[config.mk]
export PLATFORM = sky130hd
export DESIGN_NAME = axis_flit_injector
export DESIGN_NICKNAME = d
export VERILOG_FILES = /design/src/rtl/axis_flit_injector.sv
export SDC_FILE = /design/constraint.sdc
export NUM_CORES = 1
export LEC_CHECK = 0
export BUFFER_PORTS_ARGS = -buffer_cell sky130_fd_sc_hd__clkbuf_2
export CAP_MARGIN = 20
export CORE_ASPECT_RATIO = 0.6
export CORE_UTILIZATION = 58
export DETAILED_ROUTE_END_ITERATION = 12
export PLACE_DENSITY = 0.84
export SYNTH_ARGS = -nofsm -noshare
export SYNTH_HDL_FRONTEND = slang
export SYNTH_SLANG_ARGS = --single-unit
[constraint.sdc]
create_clock -name clk_noc -period 3.6 [get_ports clk_noc]
set_input_delay 0 -clock clk_noc [delete_from_list [all_inputs] [get_ports clk_noc]]
set_output_delay 0 -clock clk_noc [all_outputs]
set_load 0.01 [all_outputs]
[src/rtl/axis_flit_injector.sv]
// AXI-Stream to NoC flit injector: serializes each beat into flits and
// meters them against a credit counter mirroring the router input buffer.
module axis_flit_injector #(
    parameter int TDATA_WIDTH          = 32,
    parameter int DEST_WIDTH           = 4,
    parameter int SERIALIZATION_FACTOR = 2,
    parameter int FLIT_BUFFER_DEPTH    = 8
) (
    input  logic                                        clk_noc,
    input  logic                                        rst_noc_sync,
    input  logic                                        axis_tvalid,
    output logic                                        axis_tready,
    input  logic [TDATA_WIDTH-1:0]                      axis_tdata,
    input  logic                                        axis_tlast,
    input  logic [DEST_WIDTH-1:0]                       axis_tdest,
    output logic [TDATA_WIDTH/SERIALIZATION_FACTOR-1:0] data_out,
    output logic [DEST_WIDTH-1:0]                       dest_out,
    output logic                                        is_tail_out,
    output logic                                        send_out,
    input  logic                                        credit_in,
    output logic                                        credit_overflow
);

    localparam int FLIT_WIDTH = TDATA_WIDTH / SERIALIZATION_FACTOR;
    localparam int CW = $clog2(FLIT_BUFFER_DEPTH + 1);
    localparam int IW = (SERIALIZATION_FACTOR > 1) ? $clog2(SERIALIZATION_FACTOR) : 1;
    localparam logic [IW-1:0] IDX_LAST = IW'(SERIALIZATION_FACTOR - 1);
    localparam logic [CW-1:0] CRED_MAX = CW'(FLIT_BUFFER_DEPTH);

    logic                   busy_q, busy_d;
    logic [IW-1:0]          idx_q, idx_d;
    logic [TDATA_WIDTH-1:0] hold_data_q, hold_data_d;
    logic                   hold_last_q, hold_last_d;
    logic [DEST_WIDTH-1:0]  hold_dest_q, hold_dest_d;
    logic [CW-1:0]          credits_q, credits_d;
    logic                   send_q, send_d;
    logic [FLIT_WIDTH-1:0]  data_q, data_d;
    logic [DEST_WIDTH-1:0]  dest_q, dest_d;
    logic                   tail_q, tail_d;
    logic                   ovf_q, ovf_d;

    logic fire;
    logic last_fire;
    logic accept;

    assign fire        = busy_q & (credits_q != '0);
    assign last_fire   = fire & (idx_q == IDX_LAST);
    assign axis_tready = ~rst_noc_sync & (~busy_q | last_fire);
    assign accept      = axis_tvalid & axis_tready;

    always_comb begin
        busy_d      = busy_q;
        idx_d       = idx_q;
        hold_data_d = hold_data_q;
        hold_last_d = hold_last_q;
        hold_dest_d = hold_dest_q;
        credits_d   = credits_q;
        send_d      = fire;
        data_d      = data_q;
        dest_d      = dest_q;
        tail_d      = tail_q;
        ovf_d       = ovf_q;

        if (fire) begin
            data_d = hold_data_q[int'(idx_q) * FLIT_WIDTH +: FLIT_WIDTH];
            dest_d = hold_dest_q;
            tail_d = hold_last_q & (idx_q == IDX_LAST);
            idx_d  = idx_q + IW'(1);
        end

        if (last_fire) begin
            idx_d  = '0;
            busy_d = 1'b0;
        end

        // A new beat may load in the same cycle the last flit leaves.
        if (accept) begin
            busy_d      = 1'b1;
            hold_data_d = axis_tdata;
            hold_last_d = axis_tlast;
            hold_dest_d = axis_tdest;
        end

        unique case ({fire, credit_in})
            2'b10: credits_d = credits_q - CW'(1);
            2'b01: begin
                if (credits_q == CRED_MAX) begin
                    ovf_d = 1'b1;
                end else begin
                    credits_d = credits_q + CW'(1);
                end
            end
            default: credits_d = credits_q;
        endcase
    end

    always_ff @(posedge clk_noc or posedge rst_noc_sync) begin
        if (rst_noc_sync) begin
            busy_q      <= 1'b0;
            idx_q       <= '0;
            hold_data_q <= '0;
            hold_last_q <= 1'b0;
            hold_dest_q <= '0;
            credits_q   <= CRED_MAX;
            send_q      <= 1'b0;
            data_q      <= '0;
            dest_q      <= '0;
            tail_q      <= 1'b0;
            ovf_q       <= 1'b0;
        end else begin
            busy_q      <= busy_d;
            idx_q       <= idx_d;
            hold_data_q <= hold_data_d;
            hold_last_q <= hold_last_d;
            hold_dest_q <= hold_dest_d;
            credits_q   <= credits_d;
            send_q      <= send_d;
            data_q      <= data_d;
            dest_q      <= dest_d;
            tail_q      <= tail_d;
            ovf_q       <= ovf_d;
        end
    end

    assign send_out        = send_q;
    assign data_out        = data_q;
    assign dest_out        = dest_q;
    assign is_tail_out     = tail_q;
    assign credit_overflow = ovf_q;

endmodule

==> metrics.cfg, run 1 <==
[timing]
rsz_0062_raised_after_global_routing = false
fin_skew_ns = 0.00774
finalHoldViolations = 0
timing.fmax_mhz = 406
slew_headroom_pct = 43.8
final.min_clock_period_ns = 2.46
final.setup.tns_ns = 0
maxSlewViolCount = 0
final.period_utilization_pct = 68.5
worst_pin_slew_ns = 0.843
finalSetupViolCount = 0

[clocking]
htreeDepth = 3
cts.path.max_buffers = 2
clock-root-buffer = sky130_fd_sc_hd__clkbuf_8
clkTransAtPathRegs_ns = 0.07
tritoncts = done
clock_latency_on_the_worst_skew_pair_ns = 0.35
cts.sinks = 66
numCtsBuffers = 9

[logic_synthesis]
mappedNetlistArea_um2 = 2960
synth_sequential_area_ratio_pct = 55.8
post_synth_main_area_contributors = sky130_fd_sc_hd__dfrtp_1, sky130_fd_sc_hd__mux2_4, sky130_fd_sc_hd__mux2i_1, sky130_fd_sc_hd__o21ai_0, sky130_fd_sc_hd__mux2_2
netlist.area_leader.share_pct = 54.9
ys_async_sr_fraction_pct = 100
synthesis.area_per_instance_um2 = 14.5
netlist.top_cell.by_area = sky130_fd_sc_hd__dfrtp_1
synth.lib_cells_used.distinct = 33
number_of_synthesized_flops_with_an_enable_pin = 0
synth_seq_cells = 66
synthMostInstantiatedCell = sky130_fd_sc_hd__dfrtp_1
yosysWarnings = 0
synth.cells.most_frequent = sky130_fd_sc_hd__dfrtp_1, sky130_fd_sc_hd__mux2_4, sky130_fd_sc_hd__nand2_1, sky130_fd_sc_hd__o21ai_0, sky130_fd_sc_hd__mux2i_1
postSynthNetCount = 248
syn-instance-count = 204
yosys_most_used_dff = sky130_fd_sc_hd__dfrtp_1

[global_route]
grt_first_pass_wirelength_mm = 9.91
grt_pass1_vias = 2031
grtUsageTotal_pct = 25.8
grt_overflow = 0
number_of_antenna_violations_at_the_first_check_in_global_routing = 0
grt_start_max_net_pins = 67

[power]
power.total_mw = 3.06
power_density_nw_per_um2 = 795
p_leak_nw = 1.87
vdd_drop_max_mv = 0.506

[setup_path]
critical_path.reg2reg.startpoint = credits_q[1]
rr_endpoint = credits_q[3]
crit_end = credits_q[3]
cp_data_required_time_ns = 3.86
crit_family = compound AO/OA/AOI/OAI gates
worstSetupStartpoint = credits_q[1]
regToRegSetupSlack_ns = 1.14
worstRegToRegCells = 8
timing.critical_path.buf_inv = 0
cp_cell_sequence = or3_1, o21ai_4, nand2_1, ha_1, a21o_1, a21oi_1, mux2i_1, o221ai_1
worstPathArrival_ns = 2.73
critical_path.slowest_cell = sky130_fd_sc_hd__or3_1
worst-path-stages = 8
end_kind = flop
timing.critical_path.slowest_cell_delay_ns = 0.52
critical_path.max_fanout = 6
worstSetupPathType = reg2reg
worstSetupStartpointType = flop

[cells_and_area]
nets = 355
final_area_um2 = 3840
syn_to_final_growth_pct = 29.8
drive_above_1_share_pct = 40.8
antenna-diode-count = 0
nFillCells = 287

[job]
drv.max_cap_violation_count = 0

[floorplan]
total_die_area_um2 = 5400
fp.coreArea_um2 = 4730
num_io_pins = 65
starting_density_pct = 62.6
fp.dieW_um = 94.2
placement_rows = 19
die-height_um = 57.3

[route]
dr.first_iter.drc_count = 94
drtPass1Iterations = 5
drt-vias-per-instance = 5.12
drt-wirelength-per-cell_um = 15.7
drt_wl_total_mm = 5.95
route.vias.total = 1940
drt_drc_violations_left = 0
detail-route-antenna-nets = 0

[place]
routabilityCongestion = 0.821
i_o_buffers = 64
dpl-instance-area_um2 = 3260
detailed_placement_wirelength_estimate_mm = 3.36

[status]
outcome = finished, final reports clean

[hold_path]
min_path_type = in2reg

-- area by class of cell --
type	instances	area (um2)	area share [%]
sequential	66	1650	43.0
multi-input combinational	124	1180	30.6
timing repair buffer	107	743	19.3
clock buffer	10	138	3.58
tap	63	78.8	2.05
clock inverter	6	42.5	1.11
inverter	3	11.3	0.293
-- power by group --
group / switching [mW] / total, mW / internal (mW)
combinational: 0.544 / 1.18 / 0.636
clock: 0.289 / 0.557 / 0.268
sequential: 0.229 / 1.32 / 1.09
total: 1.06 / 3.06 / 1.99
-- per-layer routing --
| layer | wire length [um] | vias up | GRT usage, % |
|---|---|---|---|
| li1 | - | 920 | - |
| met1 | 2740 | 939 | 33.3 |
| met2 | 2720 | 69 | 40.1 |
| met3 | 391 | 12 | 10.8 |
| met4 | 88 | 0 | 7.91 |
| met5 | 0 | - | 0 |
-- flip-flops by register name, indices dropped and copies added, names as in the netlist --
| name | cells |
|---|---|
| hold_dest_q | 4 |
| busy_q | 1 |
| data_out | 16 |
| idx_q | 1 |
| hold_data_q | 32 |
| credit_overflow | 1 |
| send_out | 1 |
| dest_out | 4 |
| is_tail_out | 1 |
| credits_q | 4 |
| hold_last_q | 1 |
-- cells by family (layout without fill, tap and decap cells) --
family | Yosys count | after routing | synth area share [%]
multiplexers | 60 | 60 | 25.9
adder cells (fa/ha/maj) | 3 | 3 | 1.52
AO/OA/AOI/OAI | 27 | 27 | 6.13
flip-flops | 66 | 66 | 55.8
AND/OR/NAND/NOR | 30 | 30 | 4.99
XOR/XNOR | 4 | 4 | 1.18
buffers and inverters | 14 | 126 | 4.44
-- repair_timing --
item / in CTS / in global routing
resized for setup: 0 / 0
hold buffers: 40 / 0
buffers inserted: 0 / 0
hold endpoints to repair: 105 / 0
-- cells in the final DEF, fill, tap and decap left out, types with 2 or more instances in the layout --
master	Yosys	layout
sky130_fd_sc_hd__mux2_2	8	8
sky130_fd_sc_hd__o21ai_0	18	18
sky130_fd_sc_hd__mux2_1	5	5
sky130_fd_sc_hd__clkbuf_8	0	10
sky130_fd_sc_hd__dlygate4sd3_1	0	40
sky130_fd_sc_hd__nor2_1	2	2
sky130_fd_sc_hd__a21oi_1	2	2
sky130_fd_sc_hd__clkinv_4	0	2
sky130_fd_sc_hd__clkinv_2	0	2
sky130_fd_sc_hd__nand2_1	21	21
sky130_fd_sc_hd__inv_1	3	2
sky130_fd_sc_hd__clkinvlp_4	0	2
sky130_fd_sc_hd__buf_4	3	3
sky130_fd_sc_hd__mux2i_1	17	17
sky130_fd_sc_hd__dfrtp_1	65	65
sky130_fd_sc_hd__xor2_1	3	3
sky130_fd_sc_hd__ha_1	2	2
sky130_fd_sc_hd__mux2_4	30	30
sky130_fd_sc_hd__clkbuf_2	2	64
sky130_fd_sc_hd__nand2b_1	2	2
-- worst register-to-register path, cell delays in order, from the launching register on --
cell and delay (ns):
sky130_fd_sc_hd__dfrtp_1 0.44, sky130_fd_sc_hd__or3_1 0.52, sky130_fd_sc_hd__o21ai_4 0.17, sky130_fd_sc_hd__nand2_1 0.12, sky130_fd_sc_hd__ha_1 0.29, sky130_fd_sc_hd__a21o_1 0.17, sky130_fd_sc_hd__a21oi_1 0.27, sky130_fd_sc_hd__mux2i_1 0.25
sky130_fd_sc_hd__o221ai_1 0.14
-- worst min path at each step --
stage	startpoint	to	slack, ns	cells after the start
floorplan	rst_noc_sync	axis_tready	0.05	1
global placement	axis_tdata[11]	hold_data_q[11]	0.23	2
detailed placement	axis_tdata[26]	hold_data_q[26]	0.24	2
CTS	axis_tdata[3]	hold_data_q[3]	0.40	3
global route	axis_tdata[3]	hold_data_q[3]	0.40	3
finish	axis_tdata[28]	hold_data_q[28]	0.42	3
-- per-stage QoR --
stage / hold slack, ns / worst slack [ns] / cells / utilization, %
after floorplan: 0.0475 / 0.858 / 204 / -
after global placement: 0.230 / 1.28 / 323 / 69.0
final: 0.418 / 1.14 / 379 / 81.2
after detailed placement: 0.235 / 1.21 / 323 / 69.0
after CTS: 0.400 / 1.16 / 379 / 81.2
after global routing: 0.405 / 0.985 / 379 / 81.2
(Power assumes the default switching activity.)
==> run 2, diff against run 1 <==
--- a/config.mk
+++ b/config.mk
@@ -8,9 +8,9 @@
 export BUFFER_PORTS_ARGS = -buffer_cell sky130_fd_sc_hd__clkbuf_2
 export CAP_MARGIN = 20
 export CORE_ASPECT_RATIO = 0.6
-export CORE_UTILIZATION = 58
+export CORE_UTILIZATION = 48
 export DETAILED_ROUTE_END_ITERATION = 12
-export PLACE_DENSITY = 0.84
+export PLACE_DENSITY = 0.75
 export SYNTH_ARGS = -nofsm -noshare
 export SYNTH_HDL_FRONTEND = slang
 export SYNTH_SLANG_ARGS = --single-unit
==> constraint.sdc (replaced) <==
create_clock -name clk_noc -period 2.05 [get_ports clk_noc]
set_input_delay 0 -clock clk_noc [delete_from_list [all_inputs] [get_ports clk_noc]]
set_output_delay 0 -clock clk_noc [all_outputs]
set_load 0.01 [all_outputs]
==> run 2 against run 1 <==
Critical path depth unchanged. Combinational power increased by 95%. Clock power grew 120%. Non-clock buffer count rose by 5. Final area is 4.1% higher. Total power is 89% higher. Clock skew shrank 0.00070 ns. Routed wire length increased by 1.0%. Via count shrank 1.6%. Hold slack worse by 0.37 ns. Die area is 20% higher. Sequential power increased by 70%. Largest cell class unchanged. Largest power group is now combinational logic. Highest routed layer unchanged.
==> metrics.cfg, run 2 (synthesized netlist as in run 1, its figures left out) <==
[global_route]
grt_start_max_net_pins = 67  ; unchanged
grt_first_pass_wirelength_mm = 9.80  ; -1.1%
number_of_antenna_violations_at_the_first_check_in_global_routing = 0  ; unchanged
grtUsageTotal_pct = 20.3  ; -5.5 points
grt_pass1_vias = 2068  ; +1.8%
grt_overflow = 0  ; unchanged

[timing]
fin_skew_ns = 0.00705  ; -0.000699 ns
slew_headroom_pct = 44.8  ; +1.0 points
rsz_0062_raised_after_global_routing = true
final.min_clock_period_ns = 2.01  ; -0.458 ns
worst_pin_slew_ns = 0.826  ; -0.0170 ns
timing.fmax_mhz = 498  ; +23%
final.period_utilization_pct = 97.9  ; +29 points
postLayoutSetupSlackWorst_ns = 0.0426  ; -1.09 ns
maxSlewViolCount = 0  ; unchanged
finalSetupViolCount = 0  ; unchanged
hold-worst-slack_ns = 0.0461  ; -0.372 ns
finalHoldViolations = 0  ; unchanged
final.setup.tns_ns = 0  ; unchanged

[setup_path]
crit_end = credits_q[3]
timing.critical_path.slowest_cell_delay_ns = 0.41  ; -0.11 ns
worstPathArrival_ns = 2.25  ; -0.48 ns
worstSetupStartpoint = credits_q[2]
regToRegSetupSlack_ns = 0.04  ; -1.09 ns
end_kind = flop
critical_path.reg2reg.startpoint = credits_q[2]
worstRegToRegCells = 8  ; unchanged
cp_data_required_time_ns = 2.29  ; -1.57 ns
critical_path.slowest_cell = sky130_fd_sc_hd__or3_4
critical_path.max_fanout = 3  ; -3
crit_family = compound AO/OA/AOI/OAI gates
cp_cell_sequence = or3_4, o21ai_4, nand2_4, ha_4, a21o_1, a21oi_2, mux2i_1, o221ai_1
worstSetupStartpointType = flop
worst-path-stages = 8  ; unchanged
rr_endpoint = credits_q[3]
timing.critical_path.buf_inv = 0  ; unchanged
worstSetupPathType = reg2reg

[floorplan]
fp.coreArea_um2 = 5750  ; +22%
starting_density_pct = 51.4  ; -11 points
placement_rows = 21  ; +2
fp.dieW_um = 103  ; +9.7%
num_io_pins = 65  ; unchanged
total_die_area_um2 = 6500  ; +20%
die-height_um = 62.8  ; +9.6%

[job]
drv.max_cap_violation_count = 0  ; unchanged

[route]
met3WireLength_um = 206  ; -47%
drt-vias-per-instance = 4.75  ; -7.3%
routed.top_layer = met4
route.vias.total = 1908  ; -1.6%
met2WireLength_mm = 2.71  ; -0.48%
dr.first_iter.drc_count = 65  ; -31%
drtPass1Iterations = 4  ; -1
detail-route-antenna-nets = 0  ; unchanged
drt_drc_violations_left = 0  ; unchanged
drt-wirelength-per-cell_um = 14.9  ; -4.8%
m1WireLength_mm = 3.03  ; +10%
drt_wl_total_mm = 6.01  ; +1.0%

[cells_and_area]
antenna-diode-count = 0  ; unchanged
final_core_utilization_pct = 69.5  ; -12 points
most_frequent_cells_in_the_layout = sky130_fd_sc_hd__dfrtp_1, sky130_fd_sc_hd__clkbuf_2, sky130_fd_sc_hd__dlygate4sd3_1
multi_input_area_um2 = 1220  ; +4.1%
largest_reg_flops = 32  ; unchanged
syn_to_final_growth_pct = 35.1
layout.cells.most_common = sky130_fd_sc_hd__dfrtp_1
drive_above_1_share_pct = 44.1  ; +3.3 points
nFillCells = 409  ; +43%
top_register = hold_data_q
nets = 361  ; +1.7%
post_layout_nonfiller_instances = 402  ; +6.1%
area.sequential_um2 = 1650  ; unchanged

[place]
detailed_placement_wirelength_estimate_mm = 3.52  ; +4.6%
routabilityCongestion = 0.750  ; -8.6%
placedCellCount = 346  ; +7.1%
i_o_buffers = 64  ; unchanged
dpl_worst_slack_ns = -0.0142  ; -1.23 ns

[power]
p_leak_nw = 1.93  ; +3.2%
vdd_drop_max_mv = 0.704  ; +39%
power_density_nw_per_um2 = 1440  ; +81%

[hold_path]
min_path_type = in2reg

[clocking]
cts.sinks = 66  ; unchanged
clock-root-buffer = sky130_fd_sc_hd__clkbuf_8
numCtsBuffers = 9  ; unchanged
htreeDepth = 3  ; unchanged
cts.path.max_buffers = 2  ; unchanged
tritoncts = done
clock_latency_on_the_worst_skew_pair_ns = 0.33  ; -0.02 ns
clkTransAtPathRegs_ns = 0.07  ; about the same

[status]
outcome = finished, final reports clean

==> run 2: tightest hold or removal path, stage by stage <==
cell                       delay, ns
sky130_fd_sc_hd__clkbuf_2       0.18
sky130_fd_sc_hd__nand2_1        0.09
sky130_fd_sc_hd__o21bai_1       0.06
==> run 2: per-stage QoR <==
step           area [um2]  total power [mW]
6_report             4000              5.77
3_3_place_gp         3360              4.39
4_1_cts              3990              5.80
5_1_grt              4000              6.20
2_1_floorplan        3000              3.89
3_5_place_dp         3360              4.48
==> run 2: area by class of cell <==
cell class	instances	share of cell area (%)
clock buffers	12	3.88
flip-flops and latches	66	41.3
repair buffers	112	19.5
inverters	3	0.375
clock inverters	4	1.85
multi-input cells	125	30.6
well taps	80	2.50
==> run 2: power breakdown <==
group	switching, mW	internal (mW)	total, mW
logic	1.07	1.23	2.30
clock network	0.480	0.752	1.23
registers	0.329	1.91	2.24
total	1.88	3.89	5.77
==> run 2: routing by layer <==
layer,track usage [%],vias up
met5,0,-
met4,6.87,0
met3,5.48,7
met2,31.8,43
met1,27.1,919
li1,-,939
==> run 2: worst min path at each step <==
stage / start / end / slack (ns) / cells after the start
after CTS: credit_in / credit_overflow / 0.03 / 3
after global placement: axis_tdata[26] / hold_data_q[26] / 0.23 / 2
after global routing: credit_in / credits_q[3] / 0.07 / 2
final: credit_in / credit_overflow / 0.05 / 3
after detailed placement: axis_tdata[28] / hold_data_q[28] / 0.24 / 2
after floorplan: rst_noc_sync / axis_tready / 0.05 / 1
==> run 2: what timing repair did <==
item                       CTS  global route
hold endpoints to repair   103             0
pin swaps                    2             2
hold buffers                39             0
setup buffers                0             0
gates resized for setup      1             0
setup endpoints to repair    1             8
cloned                       0             1
